`config.mk`:
```
export PLATFORM = sky130hd
export DESIGN_NAME = fmap_stream_reader
export DESIGN_NICKNAME = d
export VERILOG_FILES = /design/src/rtl/fmap_stream_reader.sv
export SDC_FILE = /design/constraint.sdc
export NUM_CORES = 1
export LEC_CHECK = 0
export CAP_MARGIN = 20
export CELL_PAD_IN_SITES_DETAIL_PLACEMENT = 1
export CELL_PAD_IN_SITES_GLOBAL_PLACEMENT = 2
export CORE_MARGIN = 1.5
export CORE_UTILIZATION = 39
export CTS_CLUSTER_DIAMETER = 80
export DETAILED_ROUTE_END_ITERATION = 8
export MAX_ROUTING_LAYER = met4
export PLACE_DENSITY_LB_ADDON = 0.1
export SYNTH_ARGS = -nofsm -noshare
export SYNTH_HDL_FRONTEND = slang
export SYNTH_SLANG_ARGS = --single-unit
```
`constraint.sdc`:
```
create_clock -name clk -period 2 [get_ports clk]
set_input_delay 0.2 -clock clk [delete_from_list [all_inputs] [get_ports clk]]
set_output_delay 0.2 -clock clk [all_outputs]
set_load 0.05 [all_outputs]
```
`src/rtl/fmap_stream_reader.sv`:
```
// fmap_stream_reader: walks the per-channel feature-map buffers after a layer
// completes and streams flattened activations over a valid/ready port.
module fmap_stream_reader #(
  parameter int CH = 8,
  parameter int H  = 14,
  parameter int W  = 14,
  parameter int AW = 10,
  parameter int DW = 8,
  parameter int IW = 11
) (
  input  logic                 clk,
  input  logic                 rst,
  input  logic                 start,
  output logic                 rd_en,
  output logic [2:0]           rd_ch,
  output logic [AW-1:0]        rd_addr,
  input  logic signed [DW-1:0] rd_data,
  output logic                 out_valid,
  input  logic                 out_ready,
  output logic signed [DW-1:0] out_data,
  output logic [IW-1:0]        out_index,
  output logic                 out_last,
  output logic                 busy,
  output logic                 done
);

  localparam int NPIX = H * W;
  localparam int NTOT = CH * NPIX;
  localparam int CW   = $clog2(W);
  localparam int RW   = $clog2(H);

  localparam logic [1:0] S_IDLE  = 2'd0;
  localparam logic [1:0] S_RUN   = 2'd1;
  localparam logic [1:0] S_DRAIN = 2'd2;

  logic [1:0]    state_q, state_d;
  logic          done_q, done_d;
  logic [2:0]    ch_q;
  logic [RW-1:0] row_q;
  logic [CW-1:0] col_q;
  logic [AW-1:0] addr_q;
  logic [IW-1:0] idx_q;

  logic          infl_q;
  logic [IW-1:0] tag_q;
  logic          tlast_q;

  logic signed [DW-1:0] dat_q [2];
  logic [IW-1:0]        fidx_q [2];
  logic                 flast_q [2];
  logic                 rp_q, wp_q;
  logic [1:0]           cnt_q;

  logic pop, push, room, last_issue;
  logic col_wrap, row_wrap, ch_wrap;

  assign pop  = out_valid & out_ready;
  assign push = infl_q;

  // slots already committed (held + returning) must leave space for one more
  assign room = ({1'b0, cnt_q} + {2'b00, infl_q})
              < (3'd2 + {2'b00, pop});

  assign rd_en      = (state_q == S_RUN) & room;
  assign last_issue = rd_en & (idx_q == IW'(NTOT - 1));

  assign col_wrap = (col_q == CW'(W - 1));
  assign row_wrap = (row_q == RW'(H - 1));
  assign ch_wrap  = (ch_q == 3'(CH - 1));

  assign rd_ch     = ch_q;
  assign rd_addr   = addr_q;
  assign out_valid = (cnt_q != 2'd0);
  assign out_data  = dat_q[rp_q];
  assign out_index = fidx_q[rp_q];
  assign out_last  = flast_q[rp_q];
  assign busy      = (state_q != S_IDLE);
  assign done      = done_q;

  // next-state: start is only honoured when idle and not in the done cycle
  always_comb begin
    state_d = state_q;
    done_d  = 1'b0;
    unique case (1'b1)
      (state_q == S_IDLE): begin
        if (start && !done_q) state_d = S_RUN;
      end
      (state_q == S_RUN): begin
        if (last_issue) state_d = S_DRAIN;
      end
      (state_q == S_DRAIN): begin
        if (pop && out_last) begin
          state_d = S_IDLE;
          done_d  = 1'b1;
        end
      end
      default: state_d = S_IDLE;
    endcase
  end

  // state register and one-cycle done pulse
  always_ff @(posedge clk or negedge rst) begin
    if (!rst) begin
      state_q <= S_IDLE;
      done_q  <= 1'b0;
    end else begin
      state_q <= state_d;
      done_q  <= done_d;
    end
  end

  // issue counters: col -> row -> ch, all wrap to zero after the last read
  always_ff @(posedge clk or negedge rst) begin
    if (!rst) begin
      ch_q   <= '0;
      row_q  <= '0;
      col_q  <= '0;
      addr_q <= '0;
      idx_q  <= '0;
    end else if (rd_en) begin
      idx_q <= last_issue ? '0 : idx_q + 1'b1;
      if (col_wrap) begin
        col_q <= '0;
        if (row_wrap) begin
          row_q  <= '0;
          addr_q <= '0;
          ch_q   <= ch_wrap ? 3'd0 : ch_q + 3'd1;
        end else begin
          row_q  <= row_q + 1'b1;
          addr_q <= addr_q + 1'b1;
        end
      end else begin
        col_q  <= col_q + 1'b1;
        addr_q <= addr_q + 1'b1;
      end
    end
  end

  // tag travelling alongside the read so returning data knows its index
  always_ff @(posedge clk or negedge rst) begin
    if (!rst) begin
      infl_q  <= 1'b0;
      tag_q   <= '0;
      tlast_q <= 1'b0;
    end else begin
      infl_q  <= rd_en;
      tag_q   <= idx_q;
      tlast_q <= last_issue;
    end
  end

  // two-entry output fifo; head entry drives the stream port directly
  always_ff @(posedge clk or negedge rst) begin
    if (!rst) begin
      for (int i = 0; i < 2; i++) begin
        dat_q[i]   <= '0;
        fidx_q[i]  <= '0;
        flast_q[i] <= 1'b0;
      end
      rp_q  <= 1'b0;
      wp_q  <= 1'b0;
      cnt_q <= 2'd0;
    end else begin
      if (push) begin
        dat_q[wp_q]   <= rd_data;
        fidx_q[wp_q]  <= tag_q;
        flast_q[wp_q] <= tlast_q;
        wp_q          <= ~wp_q;
      end
      if (pop) rp_q <= ~rp_q;
      cnt_q <= cnt_q + 2'(push) - 2'(pop);
    end
  end

endmodule

```
# ---- Yosys cells after proc, flatten, opt, wreduce, memory -nomap -nowiden
# Index checks and enable logic that the tools add are counted.
dict set report word_totals {
  reg_bits 92
  latch_bits 0
  ram_bits 0
  romBits 0
  n_memories 0
}
dict set report classes {
  n_addsub 9
  multipliers 0
  n_div 0
  n_lt_le_gt_ge 4
  n_eq_ne 9
  shifts 0
  n_mux 30
  bitwise_logic 7
  reduce_logical 10
}
# op count
set op_table {}
lappend op_table {{11-bit two-way mux} 5}
lappend op_table {{8-bit two-way mux} 4}
lappend op_table {{22-bit bitwise mux} 1}
lappend op_table {{10-bit two-way mux} 2}
lappend op_table {{16-bit bitwise mux} 1}
lappend op_table {{11-bit by 1-bit adder with 11-bit output, second input constant} 1}
lappend op_table {{11-bit demux with 1-bit select} 1}
lappend op_table {{11-bit == test, second input constant} 1}
lappend op_table {{10-bit by 1-bit adder with 10-bit output, second input constant} 1}
lappend op_table {{4-bit by 1-bit adder with 4-bit output, second input constant} 2}
lappend op_table {{8-bit demux with 1-bit select} 1}
lappend op_table {{4-bit == test, second input constant} 2}
lappend op_table {{4-bit two-way mux} 2}
lappend op_table {{1-bit two-way mux} 6}
lappend op_table {{2-bit two-way mux} 3}
lappend op_table {{2-bit case mux with 3 select lines} 1}
lappend op_table {{3-bit AND reduction} 2}
lappend op_table {{2-bit greater-or-equal comparator, second input constant} 2}
lappend op_table {{2-bit by 1-bit != test with 1-bit output, second input constant} 2}
lappend op_table {{1-bit inverter with 2-bit output} 2}
lappend op_table {{2-bit nonzero test} 2}
lappend op_table {{2-bit by 1-bit adder with 3-bit output} 1}
lappend op_table {{2-bit by 1-bit adder with 3-bit output, first input constant} 1}
lappend op_table {{3-bit by 1-bit adder with 3-bit output, second input constant} 1}
lappend op_table {{17 further kinds} 22}

# ---- Depth between registers and ports, before layout
# Gate-level depths: netlist (run 1).
dict set report depth {
  depth_word 8
  depth_mapped 8
}

# ---- Worst setup path after synthesis (run 1)
# No wires, ideal clock.
dict set report synth_path {
  path_kind {reg2out}
  startpoint {register infl_q}
  endpoint {output port rd_en}
  t_arrival_ns 1.683
  required_ns 1.800
  path_slack_ns 0.117
  path_stages_with_launch 8
  cell_sequence {dfrtp_1 -> ha_1 -> ha_1 -> nor2_1 -> and2_1 -> buf_2 -> nand2_1 -> inv_1}
}
dict set report synth_between {
  elab_chain_cells 3
}
# element line_no
set synth_lines {}
lappend synth_lines {{start, declared} 44} ;# logic infl_q;
lappend synth_lines {{start signal, assigned} 146} ;# infl_q <= rd_en;
lappend synth_lines {{2-bit by 1-bit adder with 3-bit output} 61} ;# assign room = ({1'b0, cnt_q} + {2'b00, infl_q})
lappend synth_lines {{3-bit less-than comparator} 62} ;# < (3'd2 + {2'b00, pop});
lappend synth_lines {{1-bit bitwise AND} 64} ;# assign rd_en = (state_q == S_RUN) & room;
lappend synth_lines {{end, declared} 14} ;# output logic rd_en,
# Every way passes these cells.

# ---- Final worst setup path (run 1)
# Ends and elaborated chain as after synthesis.

==> impl_metrics.json, run 1 <==
{
  "setup_violations": 0,
  "cp-start-kind": "flip-flop",
  "drv_slew": 0,
  "startpoint": "infl_q",
  "initialDrtViolationCount": 57,
  "io_buffers": 48,
  "final_cell_mix": "dfrtp_1, mux2_2, buf_4",
  "dr_total_vias": 2688,
  "multi_input_area_um2": 1800,
  "synth_seq_cells": 92,
  "status": "complete, no violations",
  "cts.sink_count": 92,
  "nets": 397,
  "crit_arrival_ns": 1.69,
  "finalWorstSetupSlack_ns": 0.106,
  "syn_nets": 333,
  "gp_congestion": 0.773,
  "core_um2": 10400,
  "final_common_cell": "dfrtp_1",
  "worst_slew_pin_slew_ns": 0.517,
  "clkLatencyLatePin_ns": 0.36,
  "io_pins": 49,
  "grt_pass1_wl_um": 14600,
  "synthFlopType": "dfrtp_1",
  "h-tree-depth": 3,
  "drv_cap": 0,
  "use_met3": 0.0300,
  "reg2reg_depth": 8,
  "critPathCapture": "rd_en",
  "clk_pin_slew_ns": 0.10,
  "power.leakage_uw": 0.00222,
  "yosysSeqAreaShare": 0.552,
  "synth-edff-count": 0,
  "cts_setup_buffers": 0,
  "top_usage_layer": "met2",
  "crit_path_end_kind": "primary output",
  "grt.total_usage": 0.171,
  "row_count": 37,
  "wl_per_cell_um": 16.8,
  "dieHeight_um": 106,
  "path_class": "flip-flop to primary output",
  "regToRegStartpoint": "cnt_q[0]",
  "yosys_warnings": 0,
  "cp.required_ns": 1.80,
  "grt_remaining_overflow": 0,
  "nFillCells": 1094,
  "grt_util_met1": 0.219,
  "cts-buffers-inserted": 9,
  "antenna_found_initial": 0,
  "slew_headroom": 0.654,
  "layout-drive-gt1-share": 0.370,
  "fin_skew_ns": 0.0160,
  "die_width_um": 106,
  "grt_pass1_vias": 2814,
  "worstPathMaxFanout": 6,
  "power_density_nw_per_um2": 1740,
  "grt_max_degree": 41,
  "min_period_ns": 1.89,
  "dr.pass1.iters": 4,
  "worst-r2r-setup-slack_ns": 0.15,
  "r2r_end": "cnt_q[1]",
  "dp_hpwl_um": 6050,
  "use_met2": 0.276,
  "viasPerCell": 5.20,
  "netlist_area_um2": 4170,
  "pre_cts_ws_ns": 0.0775,
  "start_util": 0.403,
  "finalPower_uw": 8920,
  "seq_area_um2": 2300,
  "drc": 0,
  "syn_inst": 313,
  "ir_drop_v": 0.000859,
  "die-area_um2": 11300,
  "max_freq_ghz": 0.528,
  "finalHoldViolations": 0,
  "postSynth.asyncResetShare": 1.00,
  "rsz0062_at_grt": "false",
  "finalSetupTns_ns": 0,
  "wl_um": 8670,
  "timing.final.crit_share": 0.947,
  "diodes": 0,
  "ant_nets": 0,
  "tritoncts": "built",
  "clockRootBuffer": "clkbuf_8",
  "synth.distinct_cells": 50,
  "clock_path_buffers": 2,
  "syn_avg_cell_area_um2": 13.3,
  "syn_to_final_growth_pct": 23.1,
  "min_path_type": "input pin to asynchronous set/reset pin"
}
-- state kept, by name, summed over array words and instances (netlist names) --
| signal | cells |
|---|---|
| done | 1 |
| rd_addr | 10 |
| dat_q | 16 |
| state_q | 2 |
| tlast_q | 1 |
| infl_q | 1 |
| col_q | 4 |
| idx_q | 11 |
| flast_q | 2 |
| rp_q | 1 |
| rd_ch | 3 |
| fidx_q | 22 |
| wp_q | 1 |
| tag_q | 11 |
| cnt_q | 2 |
| row_q | 4 |
-- routing by layer --
metal  vias up  wire (um)
met5         -          0
met4         0        103
met3         9        211
met2        31       4320
met1      1381       4030
li1       1267          -
-- synth_stat cells, types with 2 or more instances --
library cell / instances / area, um^2
dfrtp_1: 92 / 2300
mux2_2: 62 / 698
nand3_1: 10 / 50.1
nand4_1: 9 / 56.3
nor2b_1: 9 / 56.3
and3_1: 8 / 50.1
ha_1: 8 / 100
nand2_1: 8 / 30.0
xnor2_1: 8 / 70.1
a22o_1: 7 / 61.3
inv_1: 7 / 26.3
a21oi_1: 6 / 30.0
buf_2: 6 / 30.0
o211ai_1: 6 / 45.0
clkbuf_1: 5 / 18.8
nor2_1: 5 / 18.8
and2_1: 4 / 25.0
o2bb2ai_1: 4 / 35.0
mux2_1: 3 / 33.8
mux2_4: 3 / 45.0
nor4_2: 3 / 37.5
o31ai_1: 3 / 22.5
or2_2: 3 / 18.8
xor2_1: 3 / 26.3
buf_6: 2 / 22.5
nand2b_1: 2 / 12.5
o2111ai_1: 2 / 17.5
o21ai_0: 2 / 10.0
or4_1: 2 / 15.0
-- logic make-up (layout without fill, tap and decap cells) --
| kind of cell | count (synthesis) | count (layout) | share of synthesized area |
|---|---|---|---|
| flip-flops | 92 | 92 | 0.552 |
| AND/OR/NAND/NOR | 74 | 74 | 0.118 |
| multiplexers | 69 | 69 | 0.189 |
| AO/OA/AOI/OAI | 39 | 39 | 0.0719 |
| buffers and inverters | 20 | 88 | 0.0234 |
| XOR/XNOR | 11 | 11 | 0.0231 |
| adder cells (fa/ha/maj) | 8 | 8 | 0.0240 |
-- worst max-delay path: stages (launching register included) --
cell and delay [ns]:
dfrtp_1 0.39, ha_2 0.18, ha_2 0.17, nor2_2 0.12, and2_4 0.20, nand2_8 0.08
inv_4 0.08, buf_12 0.13
-- stage by stage --
| stage | hold WS, ns | util | area (um^2) | instances |
|---|---|---|---|---|
| global placement | 0.180 | 0.470 | 4880 | 501 |
| floorplan | -0.0956 | - | 4170 | 313 |
| finish | 0.322 | 0.495 | 5140 | 517 |
| detailed placement | 0.188 | 0.470 | 4880 | 501 |
| global route | 0.342 | 0.495 | 5140 | 517 |
| CTS | 0.328 | 0.493 | 5120 | 517 |
-- where the power goes --
group	switching, uW	total (uW)	internal [uW]
clock	684	1400	713
sequential	456	2900	2440
combinational	2650	4630	1980
total	3790	8920	5130
-- worst min path at each step --
stage / end / from / depth (start not counted)
final: fidx_q[0] / rst / 2
after floorplan: cnt_q[0] / rst / 0
after CTS: fidx_q[0] / rst / 2
after global routing: fidx_q[0] / rst / 2
after detailed placement: fidx_q[0] / rst / 1
after global placement: fidx_q[6] / rst / 1
-- cell type report --
cell class	instances	share of cell area
sequential	92	0.448
multi-input combinational	201	0.351
timing repair buffer	66	0.119
tap	136	0.0331
clock buffer	9	0.0241
clock inverter	6	0.0188
inverter	7	0.00560
-- repair_timing --
action	in CTS	in global routing
endpoints found under the setup margin	3	5
pin swaps	0	1
gates resized for setup	6	6
endpoints found under the hold margin	33	0
hold buffers	1	0
Power figures use the tool's default switching activity.
==> inputs of run 2 (changes only) <==
--- a/config.mk
+++ b/config.mk
@@ -8,7 +8,7 @@
 export CAP_MARGIN = 20
 export CELL_PAD_IN_SITES_DETAIL_PLACEMENT = 1
 export CELL_PAD_IN_SITES_GLOBAL_PLACEMENT = 2
-export CORE_MARGIN = 1.5
+export CORE_MARGIN = 2
 export CORE_UTILIZATION = 39
 export CTS_CLUSTER_DIAMETER = 80
 export DETAILED_ROUTE_END_ITERATION = 8
==> impl_metrics.json, run 2 (same netlist as run 1, synthesis figures left out) <==
{
  "io_buffers": 48,
  "dr.pass1.iters": 4,
  "clkLatencyLatePin_ns": 0.36,
  "antenna_found_initial": 0,
  "pwr-share-clk": 0.141,
  "wl_per_cell_um": 16.8,
  "core_um2": 10400,
  "cpPeakStageDelay_ns": 0.40,
  "top_register": "fidx_q",
  "cp.required_ns": 2.25,
  "worst-r2r-setup-slack_ns": 0.09,
  "dp.cells": 500,
  "grt_max_degree": 93,
  "slew_headroom": 0.657,
  "finalNonFillerCells": 521,
  "h-tree-depth": 3,
  "die_width_um": 107,
  "final_common_cell": "dfrtp_1",
  "ant_nets": 0,
  "crit_path_end_kind": "flip-flop",
  "viasPerCell": 5.26,
  "clock_path_buffers": 2,
  "reg2reg_depth": 8,
  "nets": 400,
  "min_path_type": "input pin to asynchronous set/reset pin",
  "multi_input_area_um2": 1820,
  "gp_congestion": 0.718,
  "final_cell_mix": "dfrtp_1, mux2_2, buf_4",
  "grt_pass1_wl_um": 14700,
  "fin_skew_ns": 0.0111,
  "seqPwrFrac": 0.324,
  "wl_um": 8730,
  "path_class": "flip-flop to flip-flop",
  "clk_pin_slew_ns": 0.09,
  "seq_area_um2": 2300,
  "finalHoldViolations": 0,
  "nFillCells": 1079,
  "power_switching_uw": 3850,
  "cts-buffers-inserted": 9,
  "top_regs": "fidx_q x22, dat_q x16",
  "rsz0062_at_grt": "false",
  "regToRegStartpoint": "cnt_q[0]",
  "power_density_nw_per_um2": 1730,
  "grt_pass1_vias": 2937,
  "grt_remaining_overflow": 0,
  "drc": 0,
  "tritoncts": "built",
  "worst_slew_pin_slew_ns": 0.513,
  "cts.sink_count": 92,
  "min_period_ns": 1.91,
  "dp_hpwl_um": 5750,
  "initialDrtViolationCount": 74,
  "drv_cap": 0,
  "largest_reg_flops": 22,
  "dieHeight_um": 107,
  "cp-start-kind": "flip-flop",
  "max_freq_ghz": 0.523,
  "cpMaxStageDelayCell": "dfrtp_1",
  "diodes": 0,
  "setup_violations": 0,
  "ir_drop_v": 0.000862,
  "cp_cell_sequence": "ha_1, ha_4, nor2_2, and2_4, buf_4, buf_12, nand3_1, mux2_1",
  "layout-drive-gt1-share": 0.379,
  "status": "complete, no violations",
  "row_count": 37,
  "start_util": 0.403,
  "crit_arrival_ns": 2.16,
  "finalWorstSetupSlack_ns": 0.0892,
  "die-area_um2": 11500,
  "dr_total_vias": 2743,
  "combPwrFrac": 0.535,
  "clockRootBuffer": "clkbuf_8",
  "syn_to_final_growth_pct": 23.5,
  "p_sw_frac": 0.430,
  "pre_cts_ws_ns": 0.0284,
  "intPower_uw": 5090,
  "worstPathMaxFanout": 18,
  "grt.total_usage": 0.168,
  "power.leakage_uw": 0.00224,
  "startpoint": "cnt_q[0]",
  "drv_slew": 0,
  "io_pins": 49,
  "timing.final.crit_share": 0.955,
  "r2r_end": "row_q[1]"
}
==> run 2: cell count changes in the layout (fill, tap and decap cells not counted), sizes merged <==
| cell | delta |
|---|---|
| bufinv | -1 |
| clkinv | +1 |
| clkinvlp | +1 |
| buf | +3 |
==> run 2: worst max path at each step <==
stage	end	slack, ns	cells past startpoint
5_1_grt	row_q[1]	0.005	8
4_1_cts	rd_en	-0.02	7
3_3_place_gp	idx_q[10]	0.11	6
3_5_place_dp	idx_q[10]	0.03	6
6_report	row_q[1]	0.09	8
2_1_floorplan	rd_en	0.12	7
==> run 2: worst max-delay path: cells and delay by family (launching register included) <==
family / cells / cell delay [ns]
simple gates: 3 / 0.43
fa+ha+maj: 2 / 0.39
flops: 1 / 0.40
mux: 1 / 0.32
buf+inv: 2 / 0.25
==> run 2: power groups by stage <==
stage                     registers, uW  logic, uW  clock network, uW
after floorplan                    3010       2980                  0
after global placement             2890       4530                  0
after detailed placement           2930       4600                  0
after CTS                          2890       4660               1300
after global routing               3000       5120               1410
final                              2890       4780               1260
==> run 2: cell type report <==
class / count / share of cell area
multi-input combinational: 201 / 0.353
inverter: 7 / 0.00558
sequential: 92 / 0.447
timing repair buffer: 69 / 0.124
clock buffer: 9 / 0.0240
clock inverter: 7 / 0.0141
tap: 136 / 0.0330
==> run 2: per-layer routing <==
metal,track usage,vias up,wire length [um]
met4,0.0659,0,133
met3,0.0297,9,241
met1,0.210,1415,4030
met5,-,-,0
li1,-,1274,-
met2,0.273,45,4330
==> run 2: stage by stage <==
stage / total power (uW) / TNS (ns) / instance area [um^2] / hold WS (ns) / utilization
after floorplan: 5990 / 0 / 4170 / -0.0956 / -
after global routing: 9530 / 0 / 5150 / 0.442 / 0.497
after detailed placement: 7530 / 0 / 4870 / 0.294 / 0.470
after global placement: 7410 / 0 / 4870 / 0.294 / 0.470
after CTS: 8850 / -0.0246 / 5080 / 0.439 / 0.490
final: 8940 / 0 / 5150 / 0.408 / 0.497
==> run 2: repair_timing <==
| item | in CTS | in global routing |
|---|---|---|
| setup buffers | 0 | 4 |
| pin swaps | 0 | 2 |
| hold buffers | 1 | 0 |
| endpoints found under the setup margin | 3 | 11 |
| endpoints found under the hold margin | 92 | 0 |
| gates resized for setup | 6 | 8 |
